### src/rtl/gpu_dither_modulate.sv
// Purpose: rasterizer colour back-end. Applies PSX texel modulation, adds the
//          4x4 ordered-dither offset, saturates to 0..255 and emits 5:5:5 colour.
// Latency: 2 cycles from input acceptance to o_valid, 1 pixel/cycle throughput.
// Backpressure: full valid/ready. The pipeline holds up to 2 pixels. o_ready is
//               combinational from i_ready and is forced low by i_clear.
//
// Ports:
//   clk, i_nrst        clock, asynchronous active-low reset
//   i_clear            synchronous flush of both pipeline stages
//   i_valid / o_ready  input handshake
//   i_posX, i_posY     screen coordinate LSBs that select the dither cell
//   i_r/g/b            8-bit vertex colour
//   i_texR/G/B         5-bit texel colour
//   i_texEn            modulate the vertex colour by the texel colour
//   i_ditherEn         apply the dither offset
//   i_tag              opaque sideband that travels with the pixel
//   o_valid / i_ready  output handshake
//   o_r/g/b, o_tag     5-bit colour and its sideband
module gpu_dither_modulate #(
  parameter int TAGW = 16
) (
  input  logic            clk,
  input  logic            i_nrst,
  input  logic            i_clear,
  input  logic            i_valid,
  output logic            o_ready,
  input  logic [1:0]      i_posX,
  input  logic [1:0]      i_posY,
  input  logic [7:0]      i_r,
  input  logic [7:0]      i_g,
  input  logic [7:0]      i_b,
  input  logic [4:0]      i_texR,
  input  logic [4:0]      i_texG,
  input  logic [4:0]      i_texB,
  input  logic            i_texEn,
  input  logic            i_ditherEn,
  input  logic [TAGW-1:0] i_tag,
  output logic            o_valid,
  input  logic            i_ready,
  output logic [4:0]      o_r,
  output logic [4:0]      o_g,
  output logic [4:0]      o_b,
  output logic [TAGW-1:0] o_tag
);

  // Texel modulation: (col * tex) >> 4. A texel value of 16 is unity gain,
  // so the result can exceed 255 (up to 494) and needs 9 bits.
  function automatic logic [8:0] modulate(input logic [7:0] col,
                                          input logic [4:0] tex,
                                          input logic       en);
    logic [12:0] prod;
    prod = 13'(col) * 13'(tex);
    return en ? 9'(prod >> 4) : {1'b0, col};
  endfunction

  // 4x4 ordered-dither matrix, indexed by {row, column}.
  function automatic logic signed [11:0] dither_off(input logic [1:0] y,
                                                    input logic [1:0] x);
    logic signed [11:0] d;
    case ({y, x})
      4'h0: d = -12'sd4;
      4'h1: d =  12'sd0;
      4'h2: d = -12'sd3;
      4'h3: d =  12'sd1;
      4'h4: d =  12'sd2;
      4'h5: d = -12'sd2;
      4'h6: d =  12'sd3;
      4'h7: d = -12'sd1;
      4'h8: d = -12'sd3;
      4'h9: d =  12'sd1;
      4'hA: d = -12'sd4;
      4'hB: d =  12'sd0;
      4'hC: d =  12'sd3;
      4'hD: d = -12'sd1;
      4'hE: d =  12'sd2;
      default: d = -12'sd2;
    endcase
    return d;
  endfunction

  // Saturate a signed 12-bit sum to 0..255, then keep the top 5 bits
  // (plain truncation, no rounding).
  function automatic logic [4:0] clamp_to5(input logic signed [11:0] s);
    logic [7:0] c8;
    if (s[11]) begin
      c8 = 8'd0;
    end else if (s[10:8] != 3'd0) begin
      c8 = 8'd255;
    end else begin
      c8 = s[7:0];
    end
    return 5'(c8 >> 3);
  endfunction

  // Stage state
  logic                     s1_v;
  logic signed [11:0]       s1_r;
  logic signed [11:0]       s1_g;
  logic signed [11:0]       s1_b;
  logic [TAGW-1:0]          s1_tag;
  logic                     s2_v;

  // Handshake
  logic s2_load;
  logic s1_load;
  logic accept;

  assign s2_load = !s2_v || i_ready;
  assign s1_load = !s1_v || s2_load;
  // Clear owns the cycle: nothing is accepted while the stages are flushed.
  assign o_ready = !i_clear && s1_load;
  assign accept  = i_valid && o_ready;
  assign o_valid = s2_v;

  // Stage 1 datapath
  logic [8:0]         m_r;
  logic [8:0]         m_g;
  logic [8:0]         m_b;
  logic signed [11:0] d_off;
  logic signed [11:0] sum_r;
  logic signed [11:0] sum_g;
  logic signed [11:0] sum_b;

  always_comb begin
    m_r   = modulate(i_r, i_texR, i_texEn);
    m_g   = modulate(i_g, i_texG, i_texEn);
    m_b   = modulate(i_b, i_texB, i_texEn);
    d_off = i_ditherEn ? dither_off(i_posY, i_posX) : 12'sd0;
    // m is at most 494 and d is within -4..+3, so 12-bit signed never wraps.
    sum_r = $signed({3'b000, m_r}) + d_off;
    sum_g = $signed({3'b000, m_g}) + d_off;
    sum_b = $signed({3'b000, m_b}) + d_off;
  end

  always_ff @(posedge clk or negedge i_nrst) begin
    if (!i_nrst) begin
      s1_v   <= 1'b0;
      s1_r   <= '0;
      s1_g   <= '0;
      s1_b   <= '0;
      s1_tag <= '0;
    end else if (i_clear) begin
      s1_v <= 1'b0;
    end else begin
      if (s1_load) begin
        s1_v <= i_valid;
      end
      if (accept) begin
        s1_r   <= sum_r;
        s1_g   <= sum_g;
        s1_b   <= sum_b;
        s1_tag <= i_tag;
      end
    end
  end

  // Stage 2: saturate and register the outputs. Outputs only change when S2
  // loads a new pixel, so they stay frozen while the consumer stalls.
  always_ff @(posedge clk or negedge i_nrst) begin
    if (!i_nrst) begin
      s2_v  <= 1'b0;
      o_r   <= '0;
      o_g   <= '0;
      o_b   <= '0;
      o_tag <= '0;
    end else if (i_clear) begin
      s2_v <= 1'b0;
    end else if (s2_load) begin
      s2_v <= s1_v;
      if (s1_v) begin
        o_r   <= clamp_to5(s1_r);
        o_g   <= clamp_to5(s1_g);
        o_b   <= clamp_to5(s1_b);
        o_tag <= s1_tag;
      end
    end
  end

endmodule

### config.mk
export PLATFORM = sky130hd
export DESIGN_NAME = gpu_dither_modulate
export DESIGN_NICKNAME = d
export VERILOG_FILES = /design/src/rtl/gpu_dither_modulate.sv
export SDC_FILE = /design/constraint.sdc
export NUM_CORES = 1
export LEC_CHECK = 0
export ABC_AREA = 1
export CAP_MARGIN = 0
export CORE_AREA = 2 2 129 131
export CTS_CLUSTER_DIAMETER = 60
export DETAILED_ROUTE_END_ITERATION = 6
export DIE_AREA = 0 0 131 133
export PLACE_DENSITY_LB_ADDON = 0.3
export SYNTH_ARGS = -nofsm -noshare
export SYNTH_HDL_FRONTEND = slang
export SYNTH_SLANG_ARGS = --single-unit
### constraint.sdc
create_clock -name clk -period 1.3 [get_ports clk]
set_clock_uncertainty 0.05 [all_clocks]
set_input_delay 0.195 -clock clk [delete_from_list [all_inputs] [get_ports clk]]
set_output_delay 0.195 -clock clk [all_outputs]
set_load 0.05 [all_outputs]
==> run summary, run 1 <==
Power share of the sequential group: 17.3%. The post-route netlist has 47.1% of its cells at a drive strength greater than 1. In this run the power density over the cells is 1430 mW/mm². In this run the worst path has a maximum fanout of 5.

The number of antenna diodes in the final layout is 0. The later-pin clock latency in the skew report is 0.34 ns. The initialized floorplan defines 47 standard-cell rows.

For this run, the slowest stage of the critical path takes 0.53 ns. The share of Yosys cell area claimed by the top area cell type is 22.9%. The run gives 6 as the detailed-routing iteration count for the pre-antenna-repair pass. dfrtp_1 takes more of the synthesized area than any other cell.

The post-synthesis sequential element count works out to 76. The number of nets with antenna violations after detailed routing was 0; the sum of buffers and inverters on the critical path was 5. The worst setup path is captured at a flop. For this run, the top clock speed supported by timing is 230 MHz. Ranked by total cell area, the synthesized netlist is headed by dfrtp_1 (23%), nand2_1 (17%), ha_1 (13%). The setup violation total in the final timing report is 75.

Kind of cell with the highest combined delay on the critical path: adder cells. The data arrival time at the worst-slack endpoint is 4.57 ns, and the vias after detailed routing is 10,355. TritonCTS built the clock tree. After detailed routing, the number of vias per cell comes to 5.80. Each instance of the synthesized netlist takes up on average 6.81 µm². For this configuration, the core starts out at a cell density of 51.4%. The total nets after synthesis came out at 1,422. The number of clock buffers added by TritonCTS is 9.

The most numerous cell type found on the critical path is nand2_1. The count of unresolved DRC violations after routing was 0; the met2 wirelength from detailed routing was 17,600 µm. The top metal layer carrying routed signals is met4.

For this block, the initial DRC count from the detailed router was 861. In this run the worst hold path is classified as input pin to asynchronous set/reset pin. For this design the static power due to leakage is 7.59 nW. From synthesis to final layout, the design area changed by 72.3%. The average wire length per cell after detail routing was 19.4 µm. Clock-pin slew was measured on the worst setup and hold paths at 0.06 ns. In the synthesized netlist the async set-or-reset flop fraction comes to 100%. Pin placement for this block handled 99 I/O pins. The die is 133 µm tall. The aggregate global-route resource usage was 30.4%; the distinct cell type count of the synthesized netlist was 40. The critical path is of the input pin to flop type. After global routing the overflow that remains totals 0.

The tools report the detailed placement HPWL as 17,600 µm. For the count of yosys warnings during synthesis, the log shows 0. The number of max-cap violations came out at 0.

The number of instances in the synthesized netlist is 1,221. After synthesis, the most frequently instantiated cells are nand2_1 (382), inv_1 (246), ha_1 (84), o21ai_0 (79), dfrtp_1 (76). The clock net in this run drives a total of 76 sinks.

Setup repair after global routing could not meet its margin everywhere. The most used flip-flop cell after synthesis is dfrtp_1. The floorplan step defined a die boundary enclosing 0.0174 mm². By instance count, the leading cell after synthesis is nand2_1. Startpoint type of the worst setup path: an input pin. Post-route standard cell area excluding fillers: 0.0143 mm².

Final worst-path setup slack: -3.05 ns. The signal on the critical path passes through buf_6 -> buf_4 -> nand2_1 -> inv_1 -> fa_1 -> fa_1 -> ha_1 -> ha_1 -> inv_1 -> o21bai_2 -> a31oi_1 -> nand4_1 -> a31oi_1 -> ha_1 -> buf_6 -> a21oi_4 -> nor2_2 -> nor2_2 -> nand2_1 -> nand2_1 -> nand2_1 -> o21ai_1. The run finished, with violations left. The tools report the maximum number of pins on one net before global-route repair as 35. The worst path uses 334% of the clock period. The net switching share of the total power is 45.0%. The critical path crosses 22 cells after its start point. In the final routing, the length of wire on met1 measures 11,500 µm. The final critical delay including setup and external delays works out to 4.35 ns. Actual transition at the worst max-transition pin: 0.432 ns. The placer congestion estimate is 0.912, and the core area is 0.0162 mm².

The final net count was 1,761; the global-route wire length before repair was 43,200 µm. Clock tree synthesis selected as its root buffer the cell clkbuf_16. Internal power comes to 11.2 mW. The tools report the netlist area before placement as 0.00832 mm².

Count of input and output buffers: 98. The tools report the overall power of the completed layout as 20.4 mW. The clock tree synthesis step divided the H-tree into 3 levels. The clock passes through at most 2 buffers. The number of global-route vias before repair is 9,596, and the initial antenna violation count is 0. The logic depth of the worst register-to-register path is 13, and the number of flops mapped to enable cells by yosys is 0. The tools report the net switching power figure as 9.21 mW.

The final wirelength is 34,600 µm. The logs give 71.2% for the headroom to the max-slew limit and 2730 µm for the wire length on met3. The tools report the share of power burned in combinational logic as 69.1%. The final reports fail on negative setup slack. The number of pins exceeding their max-slew limit in the final report came out at 0.

The clock share of power was 13.6%; the sequential element share of the synthesized area was 22.9%. The die span in x came out at 131 µm. The slowest library cell on the worst path is fa_1. At the worst endpoint, the required time is 1.52 ns.

Number of endpoints with negative hold slack in the final report: 0. Once placement finished, the instance area stood at 0.0118 mm². Across the VDD grid, the largest voltage drop is 0.00114 V.
[flip-flops by register name, summed over array words and instances (netlist names)]
name     flops
s1_v         1
s1_tag      16
s1_g         9
o_tag       16
s1_r         9
s1_b         9
o_r          5
o_b          5
o_g          5
o_valid      1
[stage by stage]
stage | util [%] | std cells | hold slack (ns) | TNS [ns] | worst slack, ns
final | 88.6 | 1785 | 0.288 | -81.29 | -3.05
after global routing | 88.6 | 1785 | 0.350 | -87.45 | -3.28
after CTS | 81.8 | 1772 | 0.287 | -72.84 | -2.84
after detailed placement | 72.7 | 1711 | 0.0962 | -105.80 | -3.64
after global placement | 72.7 | 1711 | 0.0915 | -101.66 | -3.51
after floorplan | - | 1221 | -0.151 | -75.92 | -2.92
[power groups by stage]
stage	Clock, mW	Sequential [mW]	Combinational, mW
2_1_floorplan	0	4.20	4.87
3_3_place_gp	0	3.44	9.61
3_5_place_dp	0	3.48	9.89
4_1_cts	2.70	3.45	11.6
5_1_grt	2.85	3.60	14.9
6_report	2.78	3.55	14.1
[routing by layer]
| metal | GRT usage [%] | up-vias |
|---|---|---|
| met5 | 0 | - |
| met1 | 34.9 | 4881 |
| met2 | 57.8 | 696 |
| li1 | - | 4479 |
| met4 | 9.87 | 0 |
| met3 | 2.91 | 299 |
[final timing paths]
kind / startpoint / end / slack (ns)
setup / recovery: i_texR[4] / s1_r[10] / -3.05
hold / removal: i_nrst / o_tag[8] / 0.29
setup reg to reg: o_valid / s1_g[9] / -0.52
hold reg to reg: s1_g[11] / s1_g[11] / 0.45
max in group asynchronous: i_nrst / s1_g[7] / 0.39
min in group clk: i_tag[12] / s1_tag[12] / 0.39
[what timing repair did]
item,CTS,global route
pin swaps,196,184
endpoints found under the hold margin,14,0
hold buffers,1,0
resized for setup,374,273
endpoints found under the setup margin,66,77
buffers inserted,51,23
gates cloned,2,6
[final cells by class]
cell class                 instances  area [µm²]
sequential                        76        1900
clock inverter                     7        97.6
inverter                         248         940
timing repair buffer             361        3690
clock buffer                       9         225
fill                             689        1840
tap                              220         275
multi-input combinational        864        7200
[cell families (layout without fill, tap and decap cells)]
family	Yosys count	count (layout)	synth area share, %
DFF	76	76	22.9
AOI/OAI and AO/OA	160	160	10.5
buffers and inverters	282	625	13.1
xor gates and xnor gates	10	10	1.05
and+or+nand+nor	558	559	27.6
adders and majority gates	135	135	24.9
[cell usage in the layout, fill, tap and decap left out, types with 5 or more instances in the layout]
master,synthesis,final
nand4_1,13,13
inv_2,1,56
a21oi_1,46,23
nand3_1,57,23
buf_12,0,48
nand2_4,0,43
nand3_4,0,7
buf_8,0,8
buf_4,2,204
ha_1,84,53
dfrtp_1,76,75
o21ai_0,79,7
fa_1,51,48
nand3_2,1,28
a21oi_2,0,12
dlygate4sd2_1,0,6
nor2_4,0,9
nor2_1,72,48
nand2_2,8,92
nand2_1,382,254
o21ai_1,5,25
xor2_1,6,6
clkdlybuf4s50_1,0,31
a21oi_4,0,11
inv_1,246,188
buf_2,9,8
clkbuf_16,0,12
a31oi_1,11,6
o21ai_2,1,49
nor2_2,1,16
ha_4,0,29
buf_6,0,49
nand3b_1,5,5
No activity file was read; power rests on OpenSTA's default activity.
==> run 2, diff against run 1 <==
--- a/config.mk
+++ b/config.mk
@@ -7,10 +7,10 @@
 export LEC_CHECK = 0
 export ABC_AREA = 1
 export CAP_MARGIN = 0
-export CORE_AREA = 2 2 129 131
+export CORE_AREA = 2 2 123 125
 export CTS_CLUSTER_DIAMETER = 60
 export DETAILED_ROUTE_END_ITERATION = 6
-export DIE_AREA = 0 0 131 133
+export DIE_AREA = 0 0 125 127
 export PLACE_DENSITY_LB_ADDON = 0.3
 export SYNTH_ARGS = -nofsm -noshare
 export SYNTH_HDL_FRONTEND = slang
==> constraint.sdc (replaced) <==
create_clock -name clk -period 4.85 [get_ports clk]
set_clock_uncertainty 0.05 [all_clocks]
set_input_delay 0.7275 -clock clk [delete_from_list [all_inputs] [get_ports clk]]
set_output_delay 0.7275 -clock clk [all_outputs]
set_load 0.05 [all_outputs]
==> run 2 against run 1 <==
Effect of this change: the run still ends with negative setup slack left; via count down 14%; critical path depth is 4 higher; die area down 8.9%; design area down 19%; count of clock-buffer cells in the layout rose by 3; sequential share of layout area increased by 3.1 points; power decreased by 79%; largest cell class unchanged; highest routed layer unchanged.
==> run summary, run 2 (same netlist as run 1, synthesis figures left out) <==
Number of global-route vias before repair: 8,622 (was 9,596). Highest-count cells in the layout ignoring fill and taps: nand2_1 (355), inv_1 (229), buf_4 (191) (was nand2_1 (254), buf_4 (204), inv_1 (188)). The run gives 0.000197 V (was 0.00114 V) as the largest vdd supply drop. Worst flop-to-flop path startpoint: o_valid (unchanged).

The headroom to the max-slew limit is 27.6% (was 71.2%), and the number of H-tree branching levels is 3 (unchanged). The total power density per cell area is 371 mW/mm² (was 1430 mW/mm²). The number of nets with antenna violations after detailed routing is 0 (unchanged). The setup slack of the worst register-to-register path was 2.59 ns (was -0.52 ns). The tools report the element type at the critical path end as a flop (unchanged). The hold-critical path depth was 2.

The most common library cell in the layout ignoring fill and taps is nand2_1 (unchanged). The initial antenna violation count came out at 0 (unchanged). The number of placed instances, taps included is 1,633 (was 1,711), and the aggregate global-route resource usage is 27.7% (was 30.4%).

The number of endpoints with negative hold slack in the final report is 0 (unchanged). The tools report the root buffer cell as clkbuf_16 (unchanged). The layout filler cell count came out at 908 (was 689). TritonCTS built the clock tree. The tools report the total leakage power as 6.54 nW (was 7.59 nW). The count of unresolved DRC violations after routing was 0 (unchanged). Core area: 0.0144 mm² (was 0.0162 mm²). For the worst setup slack before clock tree synthesis, the log shows -0.767 ns (was -3.64 ns). The worst hold path begins at o_tag[3]. The run gives 0.430 ns (was 0.288 ns) as the final-layout worst hold slack.

For the final net count, the log shows 1,682 (was 1,761). Registers with the highest flip-flop counts: o_tag x16, s1_tag x16 (unchanged). The logs give 0 (unchanged) for the number of max-cap violations and 0.0107 mm² (was 0.0118 mm²) for the cell area reported after detailed placement. The startpoint type of the worst setup path was an input pin (unchanged). The CTS buffer count is 9 (unchanged), and the detailed placement HPWL is 16,100 µm (was 17,600 µm). For the global-route congestion overflow total, the log shows 0 (unchanged).

Maximum clock frequency: 204 MHz. Maximum clock path buffer count: 2 (unchanged). The worst hold path terminates at o_tag[3]. The number of antenna repair diodes is 0 (unchanged), and the relative area change from synthesis to final layout is 39.7% (was 72.3%). Violations in the final reports: negative setup slack (unchanged).

The clock-pin transition on the worst setup and hold timing paths is 0.06 ns (about the same). The tools report the final worst-path setup slack as -0.0444 ns (was -3.05 ns). First-iteration detailed-routing DRC count: 646 (was 861). Final wirelength: 23,600 µm (was 34,600 µm).

The run gives 44 (was 47) as the row count. Setup repair after global routing could not meet its margin everywhere. Path type of the worst setup path: input pin to flop (unchanged). The run gives 77 (was 35) as the maximum number of pins on one net before global-route repair. The quantity of hold-fixing buffers added after cts was 0 (was 1). The tools report the vias after detailed routing as 8,945 (was 10,355). The top-level port count came out at 99 (unchanged). The worst hold-check path type was flop to flop (was input pin to asynchronous set/reset pin). The tools report the global-route wire length before repair as 37,500 µm (was 43,200 µm). The number of non-filler instances in the completed layout was 1,670 (was 1,785). The detailed-routing iteration count for the pre-antenna-repair pass is 7 (was 6).

The number of pins exceeding their max-slew limit in the final report was 0 (unchanged). Count of input and output buffers: 98 (unchanged). The data arrival time at the worst-slack endpoint was 5.09 ns (was 4.57 ns).

The share of post-route cells with drive strength above 1 was 24.4% (was 47.1%); the share of the clock period used by the worst path was 101%. The post-route standard cell area excluding fillers was 0.0116 mm² (was 0.0143 mm²). The later-pin clock latency in the skew report was 0.33 ns (was 0.34 ns). The run gives 5.05 ns (was 1.52 ns) as the data required time of the worst path. The setup violation total in the final timing report is 2 (was 75). The logic depth of the worst register-to-register path works out to 14 (was 13). The average wire length per cell after detail routing works out to 14.1 µm (was 19.4 µm). The height of the die is 127 µm (was 133 µm), and the die area is 0.0159 mm² (was 0.0174 mm²).

The worst path needs 4.89 ns of the cycle, external delays included. The tools report the capture point of the worst reg-to-reg path as s1_b[10] (was s1_g[9]). The die span in x is 125 µm (was 131 µm). Ratio of routed vias to standard cells: 5.36 (was 5.80). The placer congestion estimate is 0.912 (about the same), and the highest net fanout along the worst path is 6 (was 5). The actual transition at the worst max-transition pin was 1.08 ns (was 0.432 ns). The run finished, with violations left. The starting utilization of the core area was 57.7% (was 51.4%). The number of clock sinks seen by CTS came out at 76 (unchanged).
==> run 2: through the flow <==
step	power (mW)	TNS, ns	util (%)
after global placement	3.11	-11.79	73.9
after detailed placement	3.18	-15.12	73.9
after CTS	3.99	0	77.7
after floorplan	2.27	-0.0134	-
final	4.31	-0.0743	80.6
after global routing	4.61	-1.04	80.6
==> run 2: where the power goes <==
group	internal (mW)	leakage, nW	switching, mW
Combinational	1.22	5.44	1.53
Clock	0.424	0.149	0.249
Sequential	0.796	0.950	0.0900
Total	2.44	6.54	1.87
==> run 2: layer usage <==
| metal | vias to the layer above | wire length, µm | global-route usage (%) |
|---|---|---|---|
| met4 | 0 | 662 | 8.17 |
| met5 | - | 0 | 0 |
| met1 | 4188 | 9610 | 34.9 |
| met2 | 367 | 11900 | 50.9 |
| li1 | 4316 | - | - |
| met3 | 74 | 1390 | 2.43 |
==> run 2: final cells by class <==
class / count / area [µm²] / share of cell area (%)
multi-input combinational: 863 / 5950 / 51.2
timing repair buffer: 283 / 2300 / 19.8
sequential: 76 / 1900 / 16.4
inverter: 248 / 931 / 8.01
clock buffer: 12 / 256 / 2.21
tap: 184 / 230 / 1.98
clock inverter: 4 / 47.5 / 0.409
==> run 2: critical path, cell delays in order <==
cell and delay, ns:
buf_4 0.14, nand2_2 0.06, inv_2 0.04, fa_1 0.48, fa_1 0.51, inv_2 0.04
fa_1 0.52, inv_2 0.05, ha_4 0.30, nand4_1 0.10, inv_1 0.13, nand2_2 0.09
nand2_2 0.12, nand2_2 0.09, nand2_2 0.10, buf_4 0.11, nand2_1 0.04, a31oi_1 0.15
ha_1 0.33, a21oi_2 0.19, o21ai_0 0.14, a21oi_1 0.21, nand2_1 0.10, nor2_2 0.12
nand2_1 0.07, o21ai_1 0.10
==> run 2: worst max path at each step <==
stage              start        to  slack (ns)  cells after the start
2_1_floorplan  i_texR[4]   s1_r[9]       -0.01                     23
3_3_place_gp   i_texG[3]   s1_g[8]       -0.57                     27
3_5_place_dp   i_texB[3]   s1_b[9]       -0.77                     25
4_1_cts        i_texR[2]  s1_r[11]       0.003                     27
5_1_grt        i_texR[3]  s1_r[11]       -0.21                     27
6_report       i_texR[4]  s1_r[11]       -0.04                     26
==> run 2: repair_timing <==
item | in CTS | in global routing
cloned | 0 | 0
setup endpoints to repair | 25 | 24
resized for setup | 82 | 152
pin swaps | 33 | 76
setup buffers | 8 | 13
